`src/rtl/branch_resolve_queue.sv`:
```
// In-order queue of fetched branch predictions; on resolve it emits a registered table update and flushes on mispredict.
// Optional BRANCH_RESOLVE_STATS_EN adds an 8-bit saturating mispredict counter output.
module branch_resolve_queue #(
  parameter int LOWER = 5,
  parameter int DEPTH = 4
) (
  input  logic                     clk,
  input  logic                     arst_n,
  input  logic                     en,
  input  logic                     fetch_valid,
  input  logic                     fetch_is_branch,
  input  logic [LOWER-1:0]         fetch_addr,
  input  logic                     prediction,
  input  logic                     resolve_valid,
  input  logic                     resolve_taken,
  input  logic                     resolve_jump,
  output logic                     upd_en,
  output logic [LOWER-1:0]         upd_addr,
  output logic                     upd_taken,
  output logic                     upd_jumped,
  output logic                     mispredict,
  output logic                     full,
  output logic                     empty,
  output logic [$clog2(DEPTH):0]   count
`ifdef BRANCH_RESOLVE_STATS_EN
  ,
  output logic [7:0]               mispredict_cnt
`endif
);

  localparam int PW = $clog2(DEPTH);
  localparam int CW = PW + 1;

  logic [LOWER-1:0] addr_mem_q [DEPTH];
  logic             pred_mem_q [DEPTH];

  logic [PW-1:0]    wr_ptr_q, wr_ptr_d;
  logic [PW-1:0]    rd_ptr_q, rd_ptr_d;
  logic [CW-1:0]    count_q, count_d;
  logic             full_q, full_d;
  logic             empty_q, empty_d;
  logic             upd_en_q, upd_en_d;
  logic [LOWER-1:0] upd_addr_q, upd_addr_d;
  logic             upd_taken_q, upd_taken_d;
  logic             upd_jumped_q, upd_jumped_d;
  logic             mispredict_q, mispredict_d;

  logic push, pop, actual, mis, push_ok;

  always_comb begin
    push    = en & fetch_valid & fetch_is_branch & (~full_q | pop);
    pop     = en & resolve_valid & ~empty_q;
    actual  = resolve_taken | resolve_jump;
    mis     = pop & (pred_mem_q[rd_ptr_q] != actual);
    // A flush discards the same-cycle push along with everything queued
    push_ok = push & ~mis;
  end

  always_comb begin
    wr_ptr_d     = wr_ptr_q;
    rd_ptr_d     = rd_ptr_q;
    count_d      = count_q;
    upd_en_d     = pop;
    upd_addr_d   = '0;
    upd_taken_d  = 1'b0;
    upd_jumped_d = 1'b0;
    mispredict_d = mis;
    if (pop) begin
      upd_addr_d   = addr_mem_q[rd_ptr_q];
      upd_taken_d  = resolve_taken;
      upd_jumped_d = resolve_jump;
    end
    if (mis) begin
      wr_ptr_d = '0;
      rd_ptr_d = '0;
      count_d  = '0;
    end else begin
      if (push_ok) wr_ptr_d = wr_ptr_q + PW'(1);
      if (pop)     rd_ptr_d = rd_ptr_q + PW'(1);
      count_d = count_q + CW'(push_ok) - CW'(pop);
    end
    full_d  = (count_d == CW'(DEPTH));
    empty_d = (count_d == '0);
  end

  always_ff @(posedge clk or negedge arst_n) begin
    if (!arst_n) begin
      wr_ptr_q     <= '0;
      rd_ptr_q     <= '0;
      count_q      <= '0;
      full_q       <= 1'b0;
      empty_q      <= 1'b1;
      upd_en_q     <= 1'b0;
      upd_addr_q   <= '0;
      upd_taken_q  <= 1'b0;
      upd_jumped_q <= 1'b0;
      mispredict_q <= 1'b0;
    end else begin
      wr_ptr_q     <= wr_ptr_d;
      rd_ptr_q     <= rd_ptr_d;
      count_q      <= count_d;
      full_q       <= full_d;
      empty_q      <= empty_d;
      upd_en_q     <= upd_en_d;
      upd_addr_q   <= upd_addr_d;
      upd_taken_q  <= upd_taken_d;
      upd_jumped_q <= upd_jumped_d;
      mispredict_q <= mispredict_d;
    end
  end

  // Entry storage is plain data and is left unreset
  always_ff @(posedge clk) begin
    if (push_ok) begin
      addr_mem_q[wr_ptr_q] <= fetch_addr;
      pred_mem_q[wr_ptr_q] <= prediction;
    end
  end

`ifdef BRANCH_RESOLVE_STATS_EN
  logic [7:0] mis_cnt_q, mis_cnt_d;

  always_comb begin
    mis_cnt_d = mis_cnt_q;
    if (mis && mis_cnt_q != 8'hFF) mis_cnt_d = mis_cnt_q + 8'd1;
  end

  always_ff @(posedge clk or negedge arst_n) begin
    if (!arst_n) mis_cnt_q <= '0;
    else         mis_cnt_q <= mis_cnt_d;
  end

  assign mispredict_cnt = mis_cnt_q;
`endif

  assign upd_en     = upd_en_q;
  assign upd_addr   = upd_addr_q;
  assign upd_taken  = upd_taken_q;
  assign upd_jumped = upd_jumped_q;
  assign mispredict = mispredict_q;
  assign full       = full_q;
  assign empty      = empty_q;
  assign count      = count_q;

endmodule

```
`config.mk`:
```
export PLATFORM = sky130hd
export DESIGN_NAME = branch_resolve_queue
export DESIGN_NICKNAME = d
export VERILOG_FILES = /design/src/rtl/branch_resolve_queue.sv
export SDC_FILE = /design/constraint.sdc
export NUM_CORES = 1
export LEC_CHECK = 0
export CORE_MARGIN = 4
export CORE_UTILIZATION = 30
export CTS_CLUSTER_DIAMETER = 30
export DETAILED_ROUTE_END_ITERATION = 12
export GPL_TIMING_DRIVEN = 0
export PLACE_DENSITY = 0.62
export SETUP_SLACK_MARGIN = 0.4
export SLEW_MARGIN = 10
export SYNTH_ARGS = -nofsm -noshare
export SYNTH_HDL_FRONTEND = slang
export SYNTH_SLANG_ARGS = --single-unit
```
`constraint.sdc`:
```
create_clock -name clk -period 4.6 [get_ports clk]
set_input_delay 0.92 -clock clk [delete_from_list [all_inputs] [get_ports clk]]
set_output_delay 0.92 -clock clk [all_outputs]
set_load 0.1 [all_outputs]
```
# After elaboration in Yosys (flattened, before gate mapping)

Memory sizes are Yosys's and may differ from the RTL's.
Cells that the tools add are included.

Add/sub/neg operators: 4
Equality and inequality tests: 2
Multiplexer cells: 10
Bitwise operators: 12
Reductions and logical operators: 3

Operators by type and width:

| kind                | count |
|---|---|
| $mux 2              | 4 |
| $and 1x1->1         | 7 |
| $mux 5              | 1 |
| $add 2x1->2 const B | 2 |
| $mux 1              | 4 |
| $reduce_bool 2->1   | 2 |
| $add 3x1->3         | 1 |
| $eq 3x3->1 const B  | 1 |
| $logic_not 3->1     | 1 |
| $mux 3              | 1 |
| $not 1->1           | 3 |
| $sub 3x1->3         | 1 |
| $or 1x1->1          | 2 |
| $ne 1x1->1          | 1 |

Flip-flop bits (word level): 18
RAM bits: 24
Input port bits: 14
Logic and storage cells: 43
Memories: 2

Memories:

| name       | words | width | read ports | clocked after memory_dff | write ports | RTL line | text |
|---|---|---|---|---|---|---|---|
| addr_mem_q | 4     | 5     | 1          | 0                        | 1           | 34       | `logic [LOWER-1:0] addr_mem_q [DEPTH];` |
| pred_mem_q | 4     | 1     | 1          | 0                        | 1           | 35       | `logic pred_mem_q [DEPTH];` |

# Logic depth before layout (Yosys ltp)

Gate-level depths: netlist of run 1.

Word-level depth: 9
Mapped depth: 13
Depth with buffers taken out: 12

# Least setup slack after synthesis of run 1

OpenSTA, ideal clock, no wires.

Path type: input to register
Start: in resolve_jump
End: reg full_q (netlist: full)
Arrival time: 3150 ps
Data required time: 4512 ps
Slack: 1361 ps
Stages: 12
Path buffers: 0
Cells stage by stage: nor2_4 -> xnor2_1 -> a2111oi_4 -> nand2b_1 -> ha_1 -> inv_1 -> ha_1 -> inv_1 -> fa_1 -> xnor2_1 -> xnor2_1 -> nor3b_1

Longest elaborated chain between the ends: 9

Ends and longest elaborated chain:

| what                 | RTL line | text |
|---|---|---|
| start, declared      | 16       | `input logic resolve_jump,` |
| $or 1x1->1 *         | 53       | `actual = resolve_taken \| resolve_jump;` |
| $ne 1x1->1 *         | 54       | `mis = pop & (pred_mem_q[rd_ptr_q] != actual);` |
| $and 1x1->1 *        | 54       |  |
| $not 1->1            | 56       | `push_ok = push & ~mis;` |
| $and 1x1->1          | 56       |  |
| $add 3x1->3          | 80       | `count_d = count_q + CW'(push_ok) - CW'(pop);` |
| $sub 3x1->3          | 80       |  |
| $mux 3 *             | 73       | `if (mis) begin` |
| $eq 3x3->1 *         | 82       | `full_d = (count_d == CW'(DEPTH));` |
| via full_d           | 40       | `logic full_q, full_d;` |
| end signal, assigned | 102      | `full_q <= full_d;` |
| end, declared        | 40       |  |

Mark *: on every way through the listed nets, which the timed path passes. The rest lies on a longest branch.
A chain may end at the register's enable or synchronous reset.

# Final worst setup path of run 1

Same ends and word-level chain as after synthesis.

==> results.md, run 1 <==
- Status: finished clean
- Antenna violations before repair: 0
- Core area: 5570 µm²
- Avg WL per Cell: about 14 µm
- Data required time of the worst path: 4.80 ns
- Yosys reg bits: 42
- FP Rows: 27
- Critical path fanouts, max: 5
- Crit-path most repeated cell: xnor2_1
- CTS buffer count: 5
- Largest net degree at the start of global routing: 19
- WP data arrival: 3.87 ns
- Area Growth Syn to Fin: 25.7%
- Post-CTS sizing: 0
- Synth cell types: 28
- Fin crit share: 79.8%
- Min-delay worst type: flop to flop
- Final Max Slew Viols: 0
- Vias in the first global route: 1015
- Fraction of layout cells with a size suffix above 1: approximately 14%
- DP Worst Slack: 0.652 ns
- Clock Skew: 0.00845 ns
- Via density: 4.39
- Peak supply drop: 0.000328 V
- Setup_tns: 0 ns
- Setup crit start kind: input port
- Overflow after GRT: 0
- Hold_ws: around 0.60 ns
- Cell Pwr Density: 592 nW/µm²
- Clock Tree Root: clkbuf_8
- Number of cells produced by synthesis: 111
- Ant diodes: 0
- Critical setup path kind: input port to flop
- Clock Latency Late Sink: 0.29 ns
- CTS tree: done
- H-tree lvl count: 2
- Routability congestion estimate: 0.755
- Chip height: roughly 84 µm
- Gr usage total: about a tenth
- Hold_buf cts: 0
- Initial drt markers: 61
- Most frequent cells in the layout: 27 x clkdlybuf4s50_1, 24 x edfxtp_1, 17 x dfrtp_1
- Clk sinks: 42
- Post-CTS setup buffers: 0
- Horiz. Die Dim: around 84 µm
- Max incr delay on CP: 0.50 ns
- Sequential area share after synthesis: 66.9%
- Drt pass-1 iters: 4
- Max_cap viols: 0
- Initial Util: 31.4%
- Setup repair after global routing missed its margin: false
- Input/output buffers: 27
- Finished Cell Area: 2200 µm²
- Fin. Hold Viols: 0
- I/O Pins: 28
- ANT nets after route: 0
- Area post-placement: 2110 µm²
- Fin nets: 166
- Tmin final: around 3.7 ns
- Final Worst Setup Slack: slightly above 0.9 ns
- Post-Syn Nets: 132
- DR vias: 958
- Setup violations, final: 0
- Syn. warnings: 0
- Max Freq: around 270 MHz
- Slew headroom: 34.9%
- Syn avg cell area: 15.8 µm²
- Worst-margin pin slew: just under 1 ns
- Clock slew seen by the registers of the worst setup and hold paths: 0.08 ns
- Detailed Route WL: 3050 µm
- Final Power: between 1 and 1.5 mW
- DRC violations left: 0
- Clk buf depth: 2
- Setup crit end kind: flop
- CP Cell Sequence: clkdlybuf4s50_1 > nor2_4 > xnor2_1 > a2111oi_4 > nand2b_1 > ha_1 > inv_1 > ha_1 > inv_1 > fa_1 > xnor2_1 > xnor2_1 > nor3b_1
- Die area: roughly 7000 µm²
- P_leak: 0.844 nW
- First-pass GRT wire length: 5200 µm
- Slowest CP cell: a2111oi_4
- Commonest non-fill, non-tap cell in the layout: clkdlybuf4s50_1
- Post-Syn Area: about 1800 µm²
==> state kept, by name, summed over array words and instances (netlist names) <==
name	count
addr_mem_q	20
upd_addr	5
pred_mem_q	4
count	3
rd_ptr_q	2
wr_ptr_q	2
empty	1
full	1
mispredict	1
upd_en	1
upd_jumped	1
upd_taken	1
==> metal layers <==
layer | part of all wire (%) | GRT usage (%) | up-vias
met2 | 51 | 16.0 | 15
met3 | 3.9 | 3.63 | 6
met5 | 0 | 0 | -
met1 | 43 | 11.4 | 488
li1 | - | - | 449
met4 | 1.5 | 3.02 | 0
==> per-stage QoR <==
step / std cells / util (%)
5_1_grt: 218 / 39.5
3_3_place_gp: 210 / 37.9
3_5_place_dp: 210 / 37.9
6_report: 218 / 39.5
2_1_floorplan: 111 / -
4_1_cts: 218 / 39.5
==> worst max-delay path: cells and delay by family <==
family,cells,cell delay [ns]
xor+xnor,3,0.55
simple gates,3,0.60
compound gates,1,0.50
fa+ha+maj,3,0.74
buf+inv,3,0.56
==> synthesized netlist by cell type <==
cell type	count	area share [%]
dfrtp_1	17	24
clkbuf_1	1	0.21
a21oi_1	2	0.57
nand3_1	3	0.86
and2_1	7	2.5
o21ai_0	1	0.29
ha_1	6	4.3
o21bai_2	1	0.64
nor3b_1	1	0.43
fa_1	1	1.1
nor2_4	1	0.64
or2_2	1	0.36
dfstp_2	1	1.5
nand2_1	4	0.86
a2111oi_4	1	1.6
nor2_1	7	1.5
and3_1	1	0.36
nor3_1	1	0.29
mux4_2	5	6.4
nor2b_1	2	0.71
xor2_1	2	1.0
mux2i_1	4	2.3
buf_2	1	0.29
xnor2_1	4	2.0
edfxtp_1	24	41
inv_1	7	1.5
buf_6	2	1.3
nand2b_1	3	1.1
==> where the power goes <==
group	internal (mW)	switching, mW	total (mW)
clock	0.107	0.127	0.234
sequential	0.459	0.0309	0.490
combinational	0.196	0.384	0.579
==> area by class of cell <==
class,instances,area (µm²)
fillers,533,3370
plain buffers,4,31.3
repair buffers,27,270
multi-input cells,58,522
clock buffers,5,68.8
inverters,7,26.3
clock inverters,3,21.3
flip-flops and latches,42,1170
well taps,72,90.1
==> cells by family (layout without fill, tap and decap cells) <==
| family | after synthesis | in the layout | synth area share (%) |
|---|---|---|---|
| flops | 42 | 42 | 66.9 |
| simple gates | 31 | 31 | 9.57 |
| buf+inv | 11 | 46 | 3.29 |
| mux | 9 | 9 | 8.71 |
| fa+ha+maj | 7 | 7 | 5.43 |
| xor+xnor | 6 | 6 | 3.00 |
| compound gates | 5 | 5 | 3.07 |
==> worst paths after layout <==
kind	from	to	slack, ns	cells after the start
max	resolve_jump	full	0.93	13
min	wr_ptr_q[1]	wr_ptr_q[1]	0.60	2
max reg2reg	rd_ptr_q[1]	full	1.48	13
min reg2reg	wr_ptr_q[1]	wr_ptr_q[1]	0.60	2
max in group asynchronous	arst_n	full	3.01	1
min in group asynchronous	arst_n	count[0]	1.09	1
Power figures use the tool's default switching activity.
==> run 2: changes to the inputs <==
Settings changed: PLACE_DENSITY 0.62 to 0.64.
Clock period 4.6 ns to 3 ns, I/O delays scaled along.
==> results.md, run 2 (synthesized netlist as in run 1, its figures left out) <==
- Overflow after GRT: 0 (unchanged)
- Setup violations, final: 0 (unchanged)
- Final Power: 2.23 mW (was 1.30 mW)
- WP data arrival: 3.07 ns (was 3.87 ns)
- Die area: 7130 µm² (unchanged)
- Antenna violations before repair: 0 (unchanged)
- Min-delay worst type: flop to flop (unchanged)
- Gr usage total: 10.5% (was 9.57%)
- CTS tree: done (unchanged)
- Cell-internal power: 1.34 mW (was 0.761 mW)
- Critical path fanouts, max: 3 (was 5)
- Via density: 4.42 (was 4.39)
- Routability congestion estimate: 0.720 (was 0.755)
- Post-layout util: 42.4% (was 39.5%)
- Max Freq: 352 MHz
- Worst-margin pin slew: 0.983 ns (was 0.974 ns)
- Clock Latency Late Sink: 0.30 ns (was 0.29 ns)
- Clk buf depth: 2 (unchanged)
- Most flops, register: addr_mem_q (unchanged)
- Setup crit start kind: flop (was input port)
- Comb pwr share: 45.7% (was 44.5%)
- Max_cap viols: 0 (unchanged)
- Fin nets: 171 (was 166)
- Hold_buf cts: 0 (unchanged)
- Vias in the first global route: 1151 (was 1015)
- Post-Layout Cell Count: 223 (was 218)
- Critical setup path kind: flop to flop (was input port to flop)
- DP Worst Slack: -0.576 ns (was 0.652 ns)
- Detailed Route WL: 3390 µm (was 3050 µm)
- Horiz. Die Dim: 84.4 µm (unchanged)
- Clock Tree Root: clkbuf_8 (unchanged)
- Placed insts: 210 (unchanged)
- Status: finished clean (unchanged)
- Initial drt markers: 61 (unchanged)
- Clock Power Share: 20.0% (was 17.9%)
- I/O Pins: 28 (unchanged)
- Avg WL per Cell: 15.2 µm (was 14.0 µm)
- Chip height: 84.4 µm (unchanged)
- ANT nets after route: 0 (unchanged)
- FILL cells: 511 (was 533)
- DR vias: 986 (was 958)
- Peak supply drop: 0.000434 V (was 0.000328 V)
- Clock Skew: 0.00601 ns (was 0.00845 ns)
- Cell Pwr Density: 946 nW/µm² (was 592 nW/µm²)
- FF-to-FF path depth: 13 (unchanged)
- Setup crit end kind: flop (unchanged)
- Hold depth: 2 (unchanged)
- Initial Util: 31.4% (unchanged)
- Tmin final: between 2 and 3 ns
- DRC violations left: 0 (unchanged)
- Fin. Hold Viols: 0 (unchanged)
- Switching Share: 39.8% (was 41.6%)
- Clock slew seen by the registers of the worst setup and hold paths: 0.08 ns (about the same)
- Setup_tns: 0 ns (unchanged)
- Hpwl dp: 2270 µm
- Largest net degree at the start of global routing: 19 (unchanged)
- Final Max Slew Viols: 0 (unchanged)
- Drt pass-1 iters: 4 (unchanged)
- First-pass GRT wire length: 5640 µm (was 5200 µm)
- H-tree lvl count: 2 (unchanged)
- Core area: 5570 µm² (unchanged)
- Net Switching: 0.890 mW (was 0.542 mW)
- Ant diodes: 0 (unchanged)
- Most frequent cells in the layout: 24 x edfxtp_1, 22 x clkdlybuf4s50_1, 17 x dfrtp_1 (was 27 x clkdlybuf4s50_1, 24 x edfxtp_1, 17 x dfrtp_1)
- Commonest non-fill, non-tap cell in the layout: edfxtp_1 (was clkdlybuf4s50_1)
- Clk sinks: 42 (unchanged)
- Reg power frac: 34.3% (was 37.6%)
- Fraction of layout cells with a size suffix above 1: 28.5% (was 14.4%)
- Input/output buffers: 27 (unchanged)
- Setup repair after global routing missed its margin: true (was false)
- Final Worst Setup Slack: 0.156 ns (was 0.929 ns)
- CTS buffer count: 5 (unchanged)
- Fin crit share: between 90% and 100%
- Number of flip-flops in the largest register: 20 (unchanged)
- P_leak: 0.913 nW (was 0.844 nW)
- Slew headroom: 34.3% (was 34.9%)
- Area Growth Syn to Fin: 34.9% (was 25.7%)
- FP Rows: 27 (unchanged)
- Data required time of the worst path: 3.23 ns (was 4.80 ns)
run 2: final cells by class:
| type | instances | area [µm²] | area share (%) |
|---|---|---|---|
| sequential | 42 | 1180 | 49.8 |
| clock inverter | 2 | 37.5 | 1.59 |
| inverter | 7 | 28.8 | 1.22 |
| buffer | 4 | 32.5 | 1.38 |
| multi-input combinational | 58 | 622 | 26.3 |
| timing repair buffer | 32 | 303 | 12.8 |
| clock buffer | 6 | 72.6 | 3.07 |
| tap | 72 | 90.1 | 3.81 |
run 2: timing repair:
item,CTS,global route
gates resized for setup,16,8
pin swaps,7,7
setup endpoints to repair,5,5
setup buffers,4,1
endpoints found under the hold margin,0,0
run 2: final timing paths:
kind	startpoint	end	slack (ns)
max	rd_ptr_q[1]	full	0.16
min	wr_ptr_q[1]	wr_ptr_q[1]	0.60
max reg2reg	rd_ptr_q[1]	full	0.16
min reg2reg	wr_ptr_q[1]	wr_ptr_q[1]	0.60
max in group asynchronous	arst_n	upd_addr[4]	1.67
min in group asynchronous	arst_n	mispredict	0.79
run 2: stage by stage:
step                      hold slack (ns)  cell area (µm²)
after global placement              0.557             2130
after CTS                           0.616             2310
final                               0.604             2360
after global routing                0.647             2360
after detailed placement            0.594             2130
after floorplan                     0.304             1770
run 2: worst max-delay path: stages (launching register included):
cell and delay, ns:
dfrtp_1 0.38, buf_6 0.13, mux2i_4 0.18, xnor2_2 0.17
a2111oi_4 0.39, nand2b_4 0.21, ha_4 0.20, inv_4 0.05
ha_4 0.12, inv_2 0.03, fa_2 0.35, xnor2_2 0.16
xnor2_2 0.22, nor3b_2 0.19
run 2: power by group through the flow:
stage | registers [mW] | clock network [mW] | logic [mW]
final | 0.767 | 0.447 | 1.02
after global routing | 0.779 | 0.483 | 1.09
after CTS | 0.763 | 0.449 | 0.984
after detailed placement | 0.771 | 0 | 0.910
after global placement | 0.764 | 0 | 0.886
after floorplan | 1.11 | 0 | 0.361
run 2: layer usage:
metal | GRT usage, % | vias up | routed length (µm)
li1 | - | 461 | -
met1 | 10.7 | 493 | 1280
met2 | 19.8 | 24 | 1920
met3 | 2.75 | 8 | 124
met4 | 4.75 | 0 | 64
met5 | 0 | - | 0
==> run 3: changes to the inputs <==
Settings changed: CAP_MARGIN from default to 20, PLACE_DENSITY 0.64 to 0.62.
Clock period 3 ns to 3.4 ns, I/O delays scaled along.
==> results.md, run 3 (synthesized netlist as in run 1, its figures left out) <==
- H-tree lvl count: 2 (unchanged)
- Gr usage total: 9.92% (was 10.5%)
- Drt pass-1 iters: 4 (unchanged)
- Initial drt markers: 38 (was 61)
- Slew headroom: 34.8% (was 34.3%)
- Cell Pwr Density: 813 nW/µm² (was 946 nW/µm²)
- CTS buffer count: 5 (unchanged)
- Setup crit end kind: flop (unchanged)
- Most flops, register: addr_mem_q (unchanged)
- CTS tree: done (unchanged)
- Final Power: 1.89 mW (was 2.23 mW)
- Die area: 7130 µm² (unchanged)
- First-pass GRT wire length: 5400 µm (was 5640 µm)
- Avg WL per Cell: 14.5 µm (was 15.2 µm)
- Worst-margin pin slew: 0.975 ns (was 0.983 ns)
- Commonest non-fill, non-tap cell in the layout: edfxtp_1 (unchanged)
- Ant diodes: 0 (unchanged)
- WP data arrival: 3.10 ns (was 3.07 ns)
- Clock Skew: 0.00785 ns (was 0.00601 ns)
- Setup repair after global routing missed its margin: false (was true)
- Max_cap viols: 0 (unchanged)
- Fin. Hold Viols: 0 (unchanged)
- Number of flip-flops in the largest register: 20 (unchanged)
- Fin nets: 173 (was 171)
- Critical path fanouts, max: 4 (was 3)
- Vias in the first global route: 1060 (was 1151)
- Post-layout util: 41.8% (was 42.4%)
- Fin crit share: 84.4% (was 94.8%)
- Tmin final: 2.87 ns (was 2.84 ns)
- I/O Pins: 28 (unchanged)
- Largest net degree at the start of global routing: 19 (unchanged)
- Area post-placement: 2110 µm² (was 2130 µm²)
- Most frequent cells in the layout: 24 x edfxtp_1, 23 x clkdlybuf4s50_1, 17 x dfrtp_1 (was 24 x edfxtp_1, 22 x clkdlybuf4s50_1, 17 x dfrtp_1)
- Clock Tree Root: clkbuf_8 (unchanged)
- DRC violations left: 0 (unchanged)
- ANT nets after route: 0 (unchanged)
- FP Rows: 27 (unchanged)
- Min-delay worst type: flop to flop (unchanged)
- Routability congestion estimate: 0.755 (was 0.720)
- Initial Util: 31.4% (unchanged)
- Via density: 4.38 (was 4.42)
- Max Freq: 348 MHz (was 352 MHz)
- Clk buf depth: 2 (unchanged)
- Clock slew seen by the registers of the worst setup and hold paths: 0.08 ns (about the same)
- Core area: 5570 µm² (unchanged)
- Antenna violations before repair: 0 (unchanged)
- Hold_ws: 0.600 ns (was 0.604 ns)
- Finished Cell Area: 2330 µm² (was 2360 µm²)
- Final Max Slew Viols: 0 (unchanged)
- Peak supply drop: 0.000458 V (was 0.000434 V)
- Detailed Route WL: 3270 µm (was 3390 µm)
- Clock Latency Late Sink: 0.29 ns (was 0.30 ns)
- Setup violations, final: 0 (unchanged)
- P_leak: 0.907 nW (was 0.913 nW)
- DR vias: 985 (was 986)
- Critical setup path kind: flop to flop (unchanged)
- Setup crit start kind: flop (unchanged)
- Clk sinks: 42 (unchanged)
- Horiz. Die Dim: 84.4 µm (unchanged)
- Data required time of the worst path: 3.62 ns (was 3.23 ns)
- Overflow after GRT: 0 (unchanged)
- Area Growth Syn to Fin: 32.9% (was 34.9%)
- Input/output buffers: 27 (unchanged)
- Chip height: 84.4 µm (unchanged)
- Status: finished clean (unchanged)
- Fraction of layout cells with a size suffix above 1: 28.8% (was 28.5%)
- Hold_buf cts: 0 (unchanged)
[run 3: cell types whose count changed in the layout (fill, tap and decap cells not counted), sizes merged]
cell           delta
bufinv            -1
clkdlybuf4s15     -1
dlygate4sd2       -2
clkdlybuf4s50     +1
buf               +2
clkinv            +2
clkbuf            +1
[run 3: final cells by class]
type,instances,area [µm²]
Fill cell,519,3250
Sequential cell,42,1170
Multi-Input combinational cell,58,606
Timing Repair Buffer,34,310
Tap cell,72,90.1
Clock buffer,5,68.8
Buffer,4,32.5
Inverter,7,26.3
Clock inverter,3,21.3
[run 3: per-stage QoR]
stage | cells | setup TNS, ns | setup slack, ns
floorplan | 111 | 0 | 0.401
global placement | 210 | -0.460 | -0.211
detailed placement | 210 | -0.730 | -0.308
CTS | 220 | 0 | 0.428
global route | 225 | 0 | 0.382
finish | 225 | 0 | 0.529
[run 3: worst paths after layout]
path                                  start          end  slack, ns  cells past startpoint
worst max-delay path            rd_ptr_q[1]        empty       0.53                     14
worst min-delay path            wr_ptr_q[1]  wr_ptr_q[1]       0.60                      2
worst max register to register  rd_ptr_q[1]        empty       0.53                     14
worst min register to register  wr_ptr_q[1]  wr_ptr_q[1]       0.60                      2
max in group asynchronous            arst_n   mispredict       2.05                      1
min in group asynchronous            arst_n     count[0]       0.85                      1
[run 3: report_power, final]
group	internal (mW)	total, mW	switching, mW
Clock	0.144	0.318	0.174
Sequential	0.621	0.670	0.0493
Combinational	0.347	0.903	0.557
Total	1.11	1.89	0.780
[run 3: routing by layer]
metal	up-vias	routed length, µm	track usage [%]
met5	-	0	0
met4	0	45	3.45
met3	6	129	3.93
met2	17	1730	16.9
met1	499	1360	11.4
li1	463	-	-
[run 3: timing repair]
action                                  4_1_cts  5_1_grt
setup buffers                                 2        5
pin swaps                                     8        6
resized for setup                            14       11
endpoints found under the setup margin        4        3
[run 3: critical path: stages, from the launching register on]
cell and delay, ns:
dfrtp_1 0.38, buf_6 0.13, mux2i_4 0.18, xnor2_2 0.17, a2111oi_4 0.39, nand2b_4 0.21, ha_4 0.20, inv_2 0.04
ha_2 0.16, inv_2 0.04, fa_2 0.34, xnor2_2 0.15, xnor2_2 0.15, buf_4 0.14, o21bai_2 0.12
